<file path="config.mk">
export PLATFORM = sky130hd
export DESIGN_NAME = sys_reset_sequencer
export DESIGN_NICKNAME = d
export VERILOG_FILES = /design/src/rtl/sys_rst_pkg.sv /design/src/rtl/rst_sync_2ff.sv /design/src/rtl/sys_reset_sequencer.sv
export SDC_FILE = /design/constraint.sdc
export NUM_CORES = 1
export LEC_CHECK = 0
export ABC_CLOCK_PERIOD_IN_PS = 3200
export CORE_ASPECT_RATIO = 0.6
export CORE_UTILIZATION = 65
export CTS_CLUSTER_DIAMETER = 200
export DETAILED_ROUTE_END_ITERATION = 12
export PLACE_DENSITY_LB_ADDON = 0.25
export SLEW_MARGIN = 20
export SYNTH_ARGS = -nofsm -noshare
export SYNTH_HDL_FRONTEND = slang
export SYNTH_SLANG_ARGS = --single-unit
</file>
<file path="constraint.sdc">
create_clock -name clock -period 3.2 [get_ports clock]
set_input_delay 0.48 -clock clock [delete_from_list [all_inputs] [get_ports clock]]
set_output_delay 0.48 -clock clock [all_outputs]
set_load 0.02 [all_outputs]
</file>
<file path="src/rtl/sys_rst_pkg.sv">
// Shared types and constants for the system reset sequencer.
// Latency: n/a (types and constants only).
// Backpressure: n/a.
package sys_rst_pkg;

  // Sequencer states. The encoding is visible on the seq_state debug port.
  typedef enum logic [1:0] {
    HOLD      = 2'd0,
    WAIT_LOCK = 2'd1,
    RELEASE   = 2'd2,
    RUN       = 2'd3
  } rst_seq_state_t;

  // Depth of every clock-domain-crossing synchronizer in this block.
  localparam int SYNC_STAGES = 2;

endpackage

</file>
<file path="src/rtl/rst_sync_2ff.sv">
// Two-flop synchronizer for either a reset or a level signal into clock.
// Latency: SYNC_STAGES clock edges for a change on din; arst acts immediately.
// Backpressure: none; this is a free-running level path.
//
// Ports:
//   clock - destination clock
//   arst  - asynchronous active-high clear of the synchronizer chain
//   din   - level to synchronize (tie low when used as a reset synchronizer)
//   dout  - synchronized level
//
// ASYNC_ASSERT = 1: arst forces dout high at once and its release reaches
//   dout only after SYNC_STAGES edges (async assert, sync deassert).
// ASYNC_ASSERT = 0: plain data synchronizer; arst clears the chain to 0 so
//   the output never reads a stale or unknown level after reset.
module rst_sync_2ff
  import sys_rst_pkg::*;
#(
  parameter bit ASYNC_ASSERT = 1'b1
) (
  input  logic clock,
  input  logic arst,
  input  logic din,
  output logic dout
);

  localparam logic [SYNC_STAGES-1:0] RST_VAL = ASYNC_ASSERT ? '1 : '0;

  logic [SYNC_STAGES-1:0] sync_q;

  always_ff @(posedge clock or posedge arst) begin
    if (arst) begin
      sync_q <= RST_VAL;
    end else begin
      sync_q <= {sync_q[SYNC_STAGES-2:0], din};
    end
  end

  assign dout = sync_q[SYNC_STAGES-1];

endmodule

</file>
<file path="src/rtl/sys_reset_sequencer.sv">
// Staged reset release: core, then interconnect, then peripherals, gated on a filtered PLL lock.
// Latency: with defaults and stable lock, rst_out[0] falls 20 edges after internal reset release.
// Backpressure: none; lock loss (or soft request) re-asserts every stage on the next edge.
//
// Ports:
//   clock        - free-running global system clock
//   rst          - asynchronous active-high reset input
//   pll_locked   - asynchronous PLL lock flag
//   rst_out      - active-high stage resets, index 0 released first
//   seq_done     - high once every stage is released
//   seq_state    - current sequencer state (debug)
//   soft_rst_req - (only with SYS_RST_SOFT_REQ_EN) synchronous resequence request
//
// Build option: define SYS_RST_SOFT_REQ_EN to add the soft_rst_req input.
module sys_reset_sequencer
  import sys_rst_pkg::*;
#(
  parameter int NUM_STAGES  = 3,
  parameter int HOLD_CYCLES = 16,
  parameter int LOCK_FILTER = 4,
  parameter int STAGE_GAP   = 8,
  parameter int CNT_W       = 16
) (
  input  logic                  clock,
  input  logic                  rst,
  input  logic                  pll_locked,
  output logic [NUM_STAGES-1:0] rst_out,
  output logic                  seq_done,
  output logic [1:0]            seq_state
`ifdef SYS_RST_SOFT_REQ_EN
  ,
  input  logic                  soft_rst_req
`endif
);

  // Reject configurations the counters cannot represent.
  if (NUM_STAGES < 1 || HOLD_CYCLES < 1 || LOCK_FILTER < 1 || STAGE_GAP < 1) begin : g_bad_min
    $error("sys_reset_sequencer: NUM_STAGES, HOLD_CYCLES, LOCK_FILTER and STAGE_GAP must be >= 1");
  end
  if ((HOLD_CYCLES >> CNT_W) != 0 || (LOCK_FILTER >> CNT_W) != 0 ||
      (STAGE_GAP >> CNT_W) != 0) begin : g_bad_width
    $error("sys_reset_sequencer: CNT_W too narrow for HOLD_CYCLES/LOCK_FILTER/STAGE_GAP");
  end

  localparam int IDX_W = (NUM_STAGES > 1) ? $clog2(NUM_STAGES) : 1;

  // Terminal counts: the action fires on the edge the count would reach N.
  localparam logic [CNT_W-1:0] HOLD_END = CNT_W'(HOLD_CYCLES - 1);
  localparam logic [CNT_W-1:0] LOCK_END = CNT_W'(LOCK_FILTER - 1);
  localparam logic [CNT_W-1:0] GAP_END  = CNT_W'(STAGE_GAP - 1);
  localparam logic [IDX_W-1:0] IDX_LAST = IDX_W'(NUM_STAGES - 1);

  function automatic logic [CNT_W-1:0] sat_inc(input logic [CNT_W-1:0] v);
    return (&v) ? v : v + CNT_W'(1);
  endfunction

  logic rst_i;
  logic lock_s;

  rst_sync_2ff #(.ASYNC_ASSERT(1'b1)) u_rst_sync (
    .clock (clock),
    .arst  (rst),
    .din   (1'b0),
    .dout  (rst_i)
  );

  rst_sync_2ff #(.ASYNC_ASSERT(1'b0)) u_lock_sync (
    .clock (clock),
    .arst  (rst),
    .din   (pll_locked),
    .dout  (lock_s)
  );

  rst_seq_state_t        state;
  logic [CNT_W-1:0]      cnt;
  logic [CNT_W-1:0]      lock_cnt;
  logic [IDX_W-1:0]      idx;
  logic [NUM_STAGES-1:0] rst_out_q;
  logic                  seq_done_q;
  logic                  abort;

  // Losing lock once any stage is released restarts the whole sequence;
  // in WAIT_LOCK a dropout only restarts the lock filter.
  always_comb begin
    abort = !lock_s && (state == RELEASE || state == RUN);
`ifdef SYS_RST_SOFT_REQ_EN
    abort = abort | soft_rst_req;
`endif
  end

  always_ff @(posedge clock or posedge rst_i) begin
    if (rst_i) begin
      state      <= HOLD;
      cnt        <= '0;
      lock_cnt   <= '0;
      idx        <= '0;
      rst_out_q  <= '1;
      seq_done_q <= 1'b0;
    end else if (abort) begin
      state      <= HOLD;
      cnt        <= '0;
      lock_cnt   <= '0;
      idx        <= '0;
      rst_out_q  <= '1;
      seq_done_q <= 1'b0;
    end else begin
      case (state)
        HOLD: begin
          if (cnt == HOLD_END) begin
            state <= WAIT_LOCK;
            cnt   <= '0;
          end else begin
            cnt <= sat_inc(cnt);
          end
        end

        WAIT_LOCK: begin
          if (!lock_s) begin
            lock_cnt <= '0;
          end else if (lock_cnt == LOCK_END) begin
            rst_out_q[0] <= 1'b0;
            lock_cnt     <= '0;
            cnt          <= '0;
            if (NUM_STAGES == 1) begin
              state <= RUN;
            end else begin
              state <= RELEASE;
              idx   <= IDX_W'(1);
            end
          end else begin
            lock_cnt <= sat_inc(lock_cnt);
          end
        end

        RELEASE: begin
          if (cnt == GAP_END) begin
            rst_out_q[idx] <= 1'b0;
            cnt            <= '0;
            if (idx == IDX_LAST) begin
              state <= RUN;
            end else begin
              idx <= idx + IDX_W'(1);
            end
          end else begin
            cnt <= sat_inc(cnt);
          end
        end

        RUN: begin
          // Set on the first RUN edge, one cycle after the last release.
          seq_done_q <= 1'b1;
        end

        default: begin
          state <= HOLD;
        end
      endcase
    end
  end

  assign rst_out   = rst_out_q;
  assign seq_done  = seq_done_q;
  assign seq_state = state;

endmodule

</file>
==> results.rst <==
.. list-table::
   :header-rows: 1

   * - Metric
     - Value
   * - Clock network fraction of total power
     - 0.181
   * - Clk_skew
     - 0.0138 ns
   * - Total internal power
     - 1.17 mW
   * - Worst slew pin tran
     - 0.918 ns
   * - P per Cell Area
     - 731 mW/mm^2
   * - Power share of the sequential group
     - 0.361
   * - Share of the yosys chip area belonging to registers
     - 0.439
   * - Levels on crit path
     - 7
   * - All-layer global routing usage
     - 0.294
   * - Post-synth EDFFs
     - 0
   * - Leak pwr
     - 1.12 nW
   * - Cell type group with the largest total delay on the critical path
     - compound AO/OA/AOI/OAI gates
   * - Setup-failing EPs final
     - 0
   * - P&R area growth vs syn
     - 9.28%
   * - TritonCTS clock tree
     - done
   * - Biggest area contributors in the synthesized netlist
     - dfrtp_1, dfstp_2, ha_1
   * - Clock-pin slew of the registers on the worst-case setup and hold paths
     - 0.09 ns
   * - Pre-antenna DRT Iters
     - 5
   * - Cell Chain, Critical Path
     - ha_1 > nor4b_2 > nand4_2 > a311o_1 > buf_4 > a211o_1 > mux2_1
   * - Ant diodes
     - 0
   * - Die outline area
     - 0.00414 sq mm
   * - Net count of the finished layout
     - 300
   * - Slowest stage delay, CP
     - 0.41 ns
   * - Synth Net Count
     - 286
   * - Final routed DRC violation total
     - 0
   * - Share of the synthesized area in compound gates (AO/OA/AOI/OAI)
     - 0.147
   * - Rows
     - 17
   * - Post-DP HPWL
     - 3840 um
   * - Antenna violations before repair
     - 0
   * - DR iter-0 viols
     - 234
   * - Parity-gate share of the synthesized area counting xor and xnor cells
     - 0.0382
   * - Number of buffers created by CTS
     - 5
   * - Share of power burned in combinational logic
     - 0.458
   * - Sum of overflow across all layers after global routing
     - 0
   * - Arrival time worst endpoint
     - 2.59 ns
   * - Proportion of layout cells with a drive suffix above 1
     - 0.104
   * - Headroom to the max-slew limit
     - 0.387
   * - Number of cells traversed by the worst register-to-register path
     - 7
   * - Fin crit period
     - 2.39 ns
   * - Number of clock sinks
     - 44
   * - Most repeated cell in the gate-level netlist after synthesis
     - dfrtp_1
   * - Via count normalized by instance count
     - 6.35
   * - Main synth FF type
     - dfrtp_1
   * - Setup Buffers After CTS
     - 0
   * - Dominant cell type by area after synthesis
     - dfrtp_1
   * - Post-detailed-routing wire length
     - 5300 um
   * - Clock latency at the later pin of the worst-skew pair
     - 0.31 ns
   * - Placeable core area
     - 0.00368 sq mm
   * - Count of hold buffers inserted by post-cts repair
     - 0
   * - Share of cell area taken by muxes after synthesis
     - 0.0204
   * - Smallest hold slack
     - 0.355 ns
   * - Die Span X
     - 82.4 um
   * - Post-route setup TNS
     - 0 ns
   * - Synth warnings
     - 0
   * - Mean Syn Cell Area
     - 9.23 sq um
   * - RSZ-0062 raised after global routing
     - false
   * - Flip-flop and latch count after synthesis
     - 44
   * - Adder and majority gate portion of the synthesized area
     - 0.0497
   * - Starting density of the core
     - 0.685
   * - Final weighted congestion in routability-driven placement
     - 0.846
   * - Port-buffer cells
     - 8
   * - Number of max-capacitance violations reported
     - 0
   * - Total I/O pin count
     - 9
   * - PostCTS Resize Cnt
     - 0
   * - Hold violation count in the final report
     - 0
   * - Startpoint type of the worst setup path
     - flip-flop
   * - Die height
     - 50.2 um
   * - Via count of the first global-routing pass
     - 1838
   * - Fmax
     - 0.418 GHz
   * - First-pass GRT wire length
     - 8920 um
   * - Net switching power
     - 0.838 mW
   * - Antenna-violating nets left
     - 0
   * - Crit end category
     - flip-flop
   * - Simple-gate share of the synthesized area
     - 0.261
   * - Worst VDD drop
     - 0.521 mV
   * - Final cycle utilization of the critical path
     - 0.747
   * - Count of buffer and inverter cells on the critical path
     - 1
   * - Biggest fanout along the worst timing path
     - 19
   * - Switching part of the total
     - 0.417
   * - Number of H-tree levels
     - 2
   * - Async S/R FF share, synth
     - 1.00
   * - Main combinational cell family by area after synthesis
     - simple AND/OR/NAND/NOR gates
   * - Wirelength per Cell
     - 15.8 um
   * - Critical-path top delay cell
     - dfrtp_1
   * - Outcome
     - completed
   * - Post-synthesis cell type count
     - 52
   * - Number of vias after detailed routing
     - 2128
   * - Setup Crit Path Kind
     - flip-flop to flip-flop
   * - Required time of the worst setup path
     - 3.40 ns
   * - Top cells by count, synth
     - dfrtp_1, nor2_1, nand2_1, o21ai_0, inv_1
   * - Gate Count Post-Synth
     - 273
   * - CTS max path bufs
     - 2
   * - Top-area cell type share of the netlist area
     - 0.387
   * - Post-Synthesis Cell Area
     - 0.00252 sq mm
   * - Hold Crit Class
     - input port to asynchronous set/reset pin
   * - Number of pins exceeding their max-slew limit in the final report
     - 0
   * - Largest net degree at the start of global routing
     - 25
   * - Cell at the root of the clock tree
     - clkbuf_8
==> cells in the final DEF (no fill, tap or decap), drive strengths merged, types with 2 or more instances in the layout <==
master	instances
nand3	14
xor2	2
mux2i	4
nor2	28
a31oi	6
a21oi	8
and3	3
and2	2
o31ai	4
nand3b	3
nand2b	5
xnor2	9
nor4	7
clkbuf	8
buf	7
nand2	24
nor3b	3
o21ai	25
clkdlybuf4s50	8
o41ai	3
dfstp	5
inv	16
ha	10
nor4b	4
nand4	7
nor2b	2
dfrtp	39
nor3	15
==> power by group through the flow <==
stage	sequential [mW]	combinational [mW]	clock, mW
after floorplan	0.748	0.668	0
after global placement	0.730	0.883	0
after detailed placement	0.738	0.904	0
after CTS	0.726	0.913	0.370
after global routing	0.739	1.02	0.397
final	0.727	0.922	0.364
==> flip-flops by register name, indices dropped and copies added, names as in the netlist <==
register and count:
cnt 16, rst_out 3, seq_done 1, u_lock_sync.sync_q 2
seq_state 2, u_rst_sync.sync_q 2, lock_cnt 16, idx 2
==> worst paths after layout <==
kind	start	to	slack, ns
min reg2reg	u_rst_sync.sync_q[0]	u_rst_sync.sync_q[1]	0.36
max reg2reg	lock_cnt[0]	seq_state[0]	0.81
max	lock_cnt[0]	seq_state[0]	0.81
min in group clock	u_rst_sync.sync_q[0]	u_rst_sync.sync_q[1]	0.36
max in group asynchronous	u_rst_sync.sync_q[1]	rst_out[2]	1.90
min	rst	u_lock_sync.sync_q[0]	0.36
==> routing by layer <==
layer	vias to the layer above	GRT usage	share of wire
li1	1014	-	-
met1	1021	0.478	0.52
met2	86	0.377	0.39
met3	7	0.0691	0.074
met4	0	0.0848	0.011
met5	-	0	0
==> metrics by stage <==
stage / std cells / worst slack [ns] / cell area, sq um / power [mW] / util
after floorplan: 273 / 0.830 / 2520 / 1.42 / -
after global placement: 327 / 0.914 / 2660 / 1.61 / 0.724
after detailed placement: 327 / 0.823 / 2660 / 1.64 / 0.724
after CTS: 335 / 0.818 / 2750 / 2.01 / 0.748
after global routing: 335 / 0.649 / 2750 / 2.16 / 0.748
final: 335 / 0.809 / 2750 / 2.01 / 0.748
==> final cells by class <==
class / instances / area [sq um]
Fill cell: 256 / 926
Clock buffer: 8 / 90.1
Multi-Input combinational cell: 205 / 1310
Timing Repair Buffer: 15 / 133
Inverter: 16 / 60.1
Sequential cell: 44 / 1110
Tap cell: 47 / 58.8
==> cell families after synthesis <==
kind of cell | Yosys count
DFF | 44
AOI/OAI and AO/OA | 59
muxes | 5
and+or+nand+nor | 119
other | 1
buffers and inverters | 24
xor gates and xnor gates | 11
adders and majority gates | 10
(Power assumes the default switching activity.)
